### config.mk
export PLATFORM = sky130hd
export DESIGN_NAME = ru_wb_arb
export DESIGN_NICKNAME = d
export VERILOG_FILES = /design/src/rtl/ru_wb_arb.sv
export SDC_FILE = /design/constraint.sdc
export NUM_CORES = 1
export LEC_CHECK = 0
export CELL_PAD_IN_SITES_DETAIL_PLACEMENT = 1
export CELL_PAD_IN_SITES_GLOBAL_PLACEMENT = 2
export CORE_UTILIZATION = 40
export CTS_CLUSTER_DIAMETER = 60
export DETAILED_ROUTE_END_ITERATION = 8
export DONT_BUFFER_PORTS = 1
export PLACE_DENSITY = 0.78
export SYNTH_ARGS = -nofsm -noshare
export SYNTH_HDL_FRONTEND = slang
export SYNTH_SLANG_ARGS = --single-unit
### constraint.sdc
create_clock -name clk -period 6.81 [get_ports clk]
set_input_delay 1.7025 -clock clk [delete_from_list [all_inputs] [get_ports clk]]
set_output_delay 1.7025 -clock clk [all_outputs]
set_load 0.02 [all_outputs]
### src/rtl/ru_wb_arb.sv
// Register-unit writeback arbiter: round-robin between a single-cycle ALU (A) and a
// multicycle unit (B), with a one-cycle write stage and a busy scoreboard for B destinations.
module ru_wb_arb #(
    parameter int XLEN = 32
) (
    input  logic            clk,
    input  logic            rst,
    input  logic            a_valid,
    input  logic [4:0]      a_rd,
    input  logic [XLEN-1:0] a_data,
    output logic            a_ready,
    input  logic            b_valid,
    input  logic [4:0]      b_rd,
    input  logic [XLEN-1:0] b_data,
    output logic            b_ready,
    input  logic            iss_valid,
    input  logic [4:0]      iss_rd,
    output logic            iss_ready,
    input  logic [4:0]      rs1,
    input  logic [4:0]      rs2,
    output logic            rs1_busy,
    output logic            rs2_busy,
    output logic            RUWr,
    output logic [4:0]      rd,
    output logic [XLEN-1:0] DataWr,
    output logic [5:0]      busy_cnt,
    output logic            err
);

    typedef enum logic {REQ_A = 1'b0, REQ_B = 1'b1} req_t;

    req_t            last;
    logic [31:1]     busy;
    logic [31:0]     busy_map;
    logic [31:0]     busy_nx;
    logic            grant_a;
    logic            grant_b;
    logic [4:0]      win_rd;
    logic [XLEN-1:0] win_data;
    logic            claim;
    logic            clear;

    function automatic logic [5:0] popcount(input logic [31:0] v);
        logic [5:0] cnt;
        cnt = 6'd0;
        for (int i = 0; i < 32; i++) begin
            cnt = cnt + {5'd0, v[i]};
        end
        return cnt;
    endfunction

    // x0 is never busy; the map gives a zero bit for index 0
    assign busy_map = {busy, 1'b0};

    always_comb begin
        grant_a  = a_valid && (!b_valid || last == REQ_B);
        grant_b  = b_valid && (!a_valid || last == REQ_A);
        win_rd   = grant_b ? b_rd : a_rd;
        win_data = grant_b ? b_data : a_data;
    end

    assign a_ready = grant_a;
    assign b_ready = grant_b;

    // Claims are refused while any pending write to the same register is still in flight
    assign iss_ready = (iss_rd == 5'd0) ||
                       (!busy_map[iss_rd] &&
                        !(RUWr && rd == iss_rd) &&
                        !(grant_b && b_rd == iss_rd));

    assign claim = iss_valid && iss_ready && (iss_rd != 5'd0);
    assign clear = grant_b && (b_rd != 5'd0);

    assign rs1_busy = (rs1 != 5'd0) && (busy_map[rs1] || (RUWr && rd == rs1));
    assign rs2_busy = (rs2 != 5'd0) && (busy_map[rs2] || (RUWr && rd == rs2));

    always_comb begin
        busy_nx = busy_map;
        if (clear) busy_nx[b_rd] = 1'b0;
        if (claim) busy_nx[iss_rd] = 1'b1;
        busy_nx[0] = 1'b0;
    end

    // Scoreboard, round-robin pointer and error flag
    always_ff @(posedge clk or posedge rst) begin
        if (rst) begin
            busy     <= '0;
            busy_cnt <= 6'd0;
            err      <= 1'b0;
            last     <= REQ_B;
        end else begin
            busy     <= busy_nx[31:1];
            busy_cnt <= popcount(busy_nx);
            if (clear && !busy_map[b_rd]) err <= 1'b1;
            if (grant_a)      last <= REQ_A;
            else if (grant_b) last <= REQ_B;
        end
    end

    // Write stage: one cycle after the grant; rd/DataWr hold when idle
    always_ff @(posedge clk or posedge rst) begin
        if (rst) begin
            RUWr   <= 1'b0;
            rd     <= 5'd0;
            DataWr <= '0;
        end else if (grant_a || grant_b) begin
            RUWr   <= (win_rd != 5'd0);
            rd     <= win_rd;
            DataWr <= win_data;
        end else begin
            RUWr   <= 1'b0;
        end
    end

endmodule

Word-level counts from Yosys, hierarchy flattened
Index checks and enable logic that the tools add are counted.

storage, ports and cells
  register bits = 77
  bits of input ports = 94
  output and inout bits = 50
  logic and storage cells = 105

operators by class
  add/sub/neg operators = 30
  magnitude comparators = 6
  equal/unequal tests = 4
  mux-type cells = 19
  bitwise gates (word level) = 4
  reductions and logical operators = 35

operators by type and width
  kind                  number
  $add A6 B1 Y6         25
  $mux W32              3
  $and A32 B32 Y32      1
  $not A32 Y32          1
  $or A32 B32 Y32       1
  $reduce_bool A5 Y1    5
  $lt A5 B6 Y1 const B  4
  $bmux W1 S5           4
  $eq A5 B5 Y1          4
  $logic_and A1 B1 Y1   16
  $demux W1 S5          2
  $ge A5 B1 Y1 const B  2
  $mux W1               9
  $add A5 B1 Y6         1
  $logic_not A1 Y1      6
  $logic_or A1 B1 Y1    6
  $add A4 B1 Y5         1
  $logic_not A5 Y1      1
  $mux W5               1
  $add A3 B1 Y4         1
  $add A2 B1 Y3         1
  $add A1 B1 Y2         1
  $reduce_bool A2 Y1    1
  $not A1 Y1            1

Longest topological paths before layout
  word-level depth = 40
  mapped depth = 24
  depth with buffers taken out = 23

Least setup slack after synthesis
OpenSTA, ideal clock, no wires.

  kind = input port to flip-flop
  start point = input port iss_rd[0]
  end point = register busy_cnt[4]
  setup time = 0.080 ns
  arrival = 7.758 ns
  data required time = 6.730 ns
  path slack = -1.028 ns
  cell stages on the path = 21
  path through = buf_4 buf_1 mux4_1 a211oi_4 o21ai_4 buf_6 o41a_1 fa_1 inv_1 fa_1 inv_1 fa_1 inv_1 fa_1 fa_1 fa_1 fa_1 fa_1 a21o_1 a21oi_1 xnor2_1

between the ends
  word-level cells in the longest chain between the ends = 39

ends and longest elaborated chain
  item                                                                  RTL line  RTL
  from (decl)                                                           17        input logic [4:0] iss_rd,
  parallel branches: the longest is 8 deep, another holds $lt A5 B6 Y1  n/a
  $mux W32 (*)                                                          80        if (claim) busy_nx[iss_rd] = 1'b1;
  $add A1 B1 Y2                                                         47        cnt = cnt + {5'd0, v[i]};
  $add A2 B1 Y3                                                         47
  $add A3 B1 Y4                                                         47
  $add A4 B1 Y5                                                         47
  $add A5 B1 Y6                                                         47
  $add A6 B1 Y6 (24 in series)                                          47
  $add A6 B1 Y6 (*)                                                     47
  to (signal assigned)                                                  93        busy_cnt <= popcount(busy_nx);
  to (decl)                                                             26        output logic [5:0] busy_cnt,

Every way passes the cells marked *. The select of a mux whose other input is x is not followed.
A chain may end at the register's enable or synchronous reset.

Worst setup path after layout
  start point = input port iss_rd[1]
  end point = register busy_cnt[4]

Same word-level chain as after synthesis.

==> reports/results.tsv <==
metric	value	unit
Netlist cell types	58	
YS warnings	0	
area leader, netlist	dfrtp_1	
power density cells	664.0	nW/um^2
DRC viols	0	
ant diodes	0	
Final min period	7392	ps
peak supply drop	1.691	mV
leakage	0.002813	uW
placed insts	755	
Hold Vio Cnt, Final	0	
starting DRC count in detailed routing	296	
CP Launch Type	primary input	
Setup crit start	iss_rd[1]	
Die Footprint	14900	sq um
total routed wirelength	18.84	mm
area grow syn2layout	17.34	%
clock latency on the worst-skew pair	340	ps
setup tns final	-2374	ps
clk root buf	clkbuf_16	
H-tree Lvls	3	
WP data arrival	7650	ps
WS Path Type	in -> reg	
CTS sink count	77	
# hold bufs at CTS	0	
status	finished, violations left	
setup ws final	-581.6	ps
synthesized net count	684	
final worst-path cycle share	108.5	%
routed wl met3	1.030	mm
Port Buffers	0	
highest metal used	met4	
drt pass-1 iters	7	
DR WL/cell	24.06	microns
Avg Vias per Cell	6.156	
CTS tree	done	
# rows	43	
share of the synthesized area in the top cell type	32.99	%
Routed Antenna Nets	0	
Power Total	4491	uW
ys flop type	dfrtp_1	
largest net degree at the start of global routing	78	
Tightest Pin Transition	1005	ps
synthesized instance count	560	
Worst EP required	7070	ps
asr flop ratio synth	100.0	%
Num CTS Buffers	9	
Final Max Slew Viols	0	
RePlAce Congestion	0.8851	
Area contributors post-synth	dfrtp_1 33%, mux4_2 9.4%, fa_1 8.0%, nor2_1 5.0%, o41ai_2 4.2%	
IO Pins	144	
hold crit path type	reg -> reg	
Clock transition at path regs	60	ps
initial core utilization	41.21	%
Seq cells post-synth	77	
critical path fanouts, max	16	
post-layout net count	722	
Finished Layout Cells	783	
Met1 Wirelength	7.970	mm
CTS Buffer Depth	2	
initial antenna violation count	0	
Slew HR	33.01	%
max_cap viols	0	
hold_sp	last$_DFFE_PP1P_	
ratio of cells with drive above 1 in the final layout	26.04	%
Remaining Overflow, GRT	0	
HPWL Detailed	13.75	mm
Die Y	122.0	microns
cell area after synthesis	5764	sq um
Post-Syn Area per Cell	10.29	sq um
Fin Clk Skew	11.18	ps
number of synthesized flops with an enable pin	0	
RSZ-0062 raised after global routing	true	
Worst R2R Start	busy[8]$_DFF_PP0_	
# setup viols final	5	
failing checks	negative setup slack	
All-Layer GR Usage	26.34	%
first-pass GRT wire length	29.27	mm
vias in the first global route	5302	
Horiz. Die Dim	122.0	microns
CP endpoint kind	flop	
met2 routed WL	9.438	mm
sequential fraction of the synthesis area	33.45	%
Max Clk Rate	0.1353	GHz
Core ar.	13990	sq um
Via Count	4820	
[critical path, stage by stage]
cell and delay [ps]:
mux4_2 480, nor2b_4 150, a211oi_4 320, o21ai_4 160, buf_6 150, o41a_1 380, fa_1 490, inv_1 50
fa_1 490, inv_1 50, fa_1 510, inv_2 40, fa_1 520, fa_1 440, fa_1 520, fa_2 400
fa_2 360, a21o_1 170, a21oi_2 120, xnor2_1 120
[where the power goes]
part	leakage, uW	switching (uW)	total (uW)	internal [uW]
clock network	0.000157	202	527	324
logic	0.00175	1510	3170	1660
registers	0.000910	185	795	610
[timing repair]
item                                    in CTS  in global routing
gates cloned                                 1                  0
endpoints found under the setup margin       5                  6
resized for setup                            1                 17
buffers inserted                             4                  7
pin swaps                                    6                 12
[path summary, 6_finish.rpt]
kind	slack [ps]	depth (start not counted)	end
setup / recovery	-580	20	busy_cnt[4]$_DFF_PP0_
hold / removal	530	2	last$_DFFE_PP1P_
max in group asynchronous	4610	2	busy[19]$_DFF_PP0_
min in group asynchronous	1550	2	DataWr[1]$_DFFE_PP0P_
hold reg to reg	530	2	last$_DFFE_PP1P_
setup reg to reg	280	20	busy_cnt[4]$_DFF_PP0_
[Yosys cell counts (all sizes together) (4+ instances only)]
cell / number
a21oi: 8
inv: 31
clkbuf: 25
ha: 7
fa: 23
dfrtp: 76
nor2b: 4
o22ai: 35
or2: 6
or3: 4
o41a: 8
xor2: 9
o41ai: 17
nor2: 77
mux4: 26
mux2: 6
nor3: 4
o31a: 12
nand3b: 7
nand3: 10
o31ai: 15
xnor2: 14
nor4: 4
nand2b: 6
o21ai: 38
buf: 22
mux2i: 15
nand2: 22
[cell families (layout without fill, tap and decap cells)]
kind of cell / count (synthesis) / after routing / synth area share, %
xor+xnor: 23 / 23 / 3.495
buf+inv: 78 / 120 / 5.904
compound gates: 149 / 150 / 20.49
flops: 77 / 77 / 33.45
mux: 47 / 47 / 14.07
fa+ha+maj: 30 / 30 / 9.507
simple gates: 156 / 156 / 13.09
[cell type report]
class / count / area, sq um
multi-input cells: 406 / 3566
clock inverters: 6 / 95.09
inverters: 31 / 117.6
well taps: 180 / 225.2
fillers: 1543 / 7224
repair buffers: 73 / 603.1
flip-flops and latches: 77 / 1928
clock buffers: 10 / 229.0
[layer usage]
layer	GRT usage, %	vias up
met5	0	-
met4	10.49	0
met3	3.839	34
met2	43.93	178
met1	34.29	2470
li1	-	2138
[flip-flops by register name, indices dropped and copies added (netlist names)]
signal    cells
DataWr       32
RUWr          1
busy         31
busy_cnt      6
err           1
last          1
rd            5
[stage by stage]
| stage | util, % | instance area, sq um | setup slack, ps | hold slack (ps) |
|---|---|---|---|---|
| floorplan | - | 5782 | -789.1 | 488.1 |
| global placement | 44.73 | 6257 | -872.9 | 509.3 |
| detailed placement | 44.73 | 6257 | -984.7 | 520.5 |
| CTS | 47.35 | 6624 | -582.8 | 534.3 |
| global route | 48.35 | 6764 | -784.3 | 558.4 |
| finish | 48.35 | 6764 | -581.6 | 532.5 |
[placed cells by master (no fill, tap or decap), types with 7 or more instances in the layout]
cell type  instances
dfrtp_1           76
nor2_1            77
o41a_1             8
mux4_2            24
nand2_1           22
o31a_1            12
nand3b_1           7
xnor2_1           14
mux2i_1           15
buf_4             64
o41ai_2           13
o22ai_1           35
clkbuf_16          9
fa_1              21
o21ai_0           36
ha_1               7
nand3_1            9
xor2_1             9
o31ai_1           15
inv_1             29
Note: power is estimated with default switching activity, not from simulation.
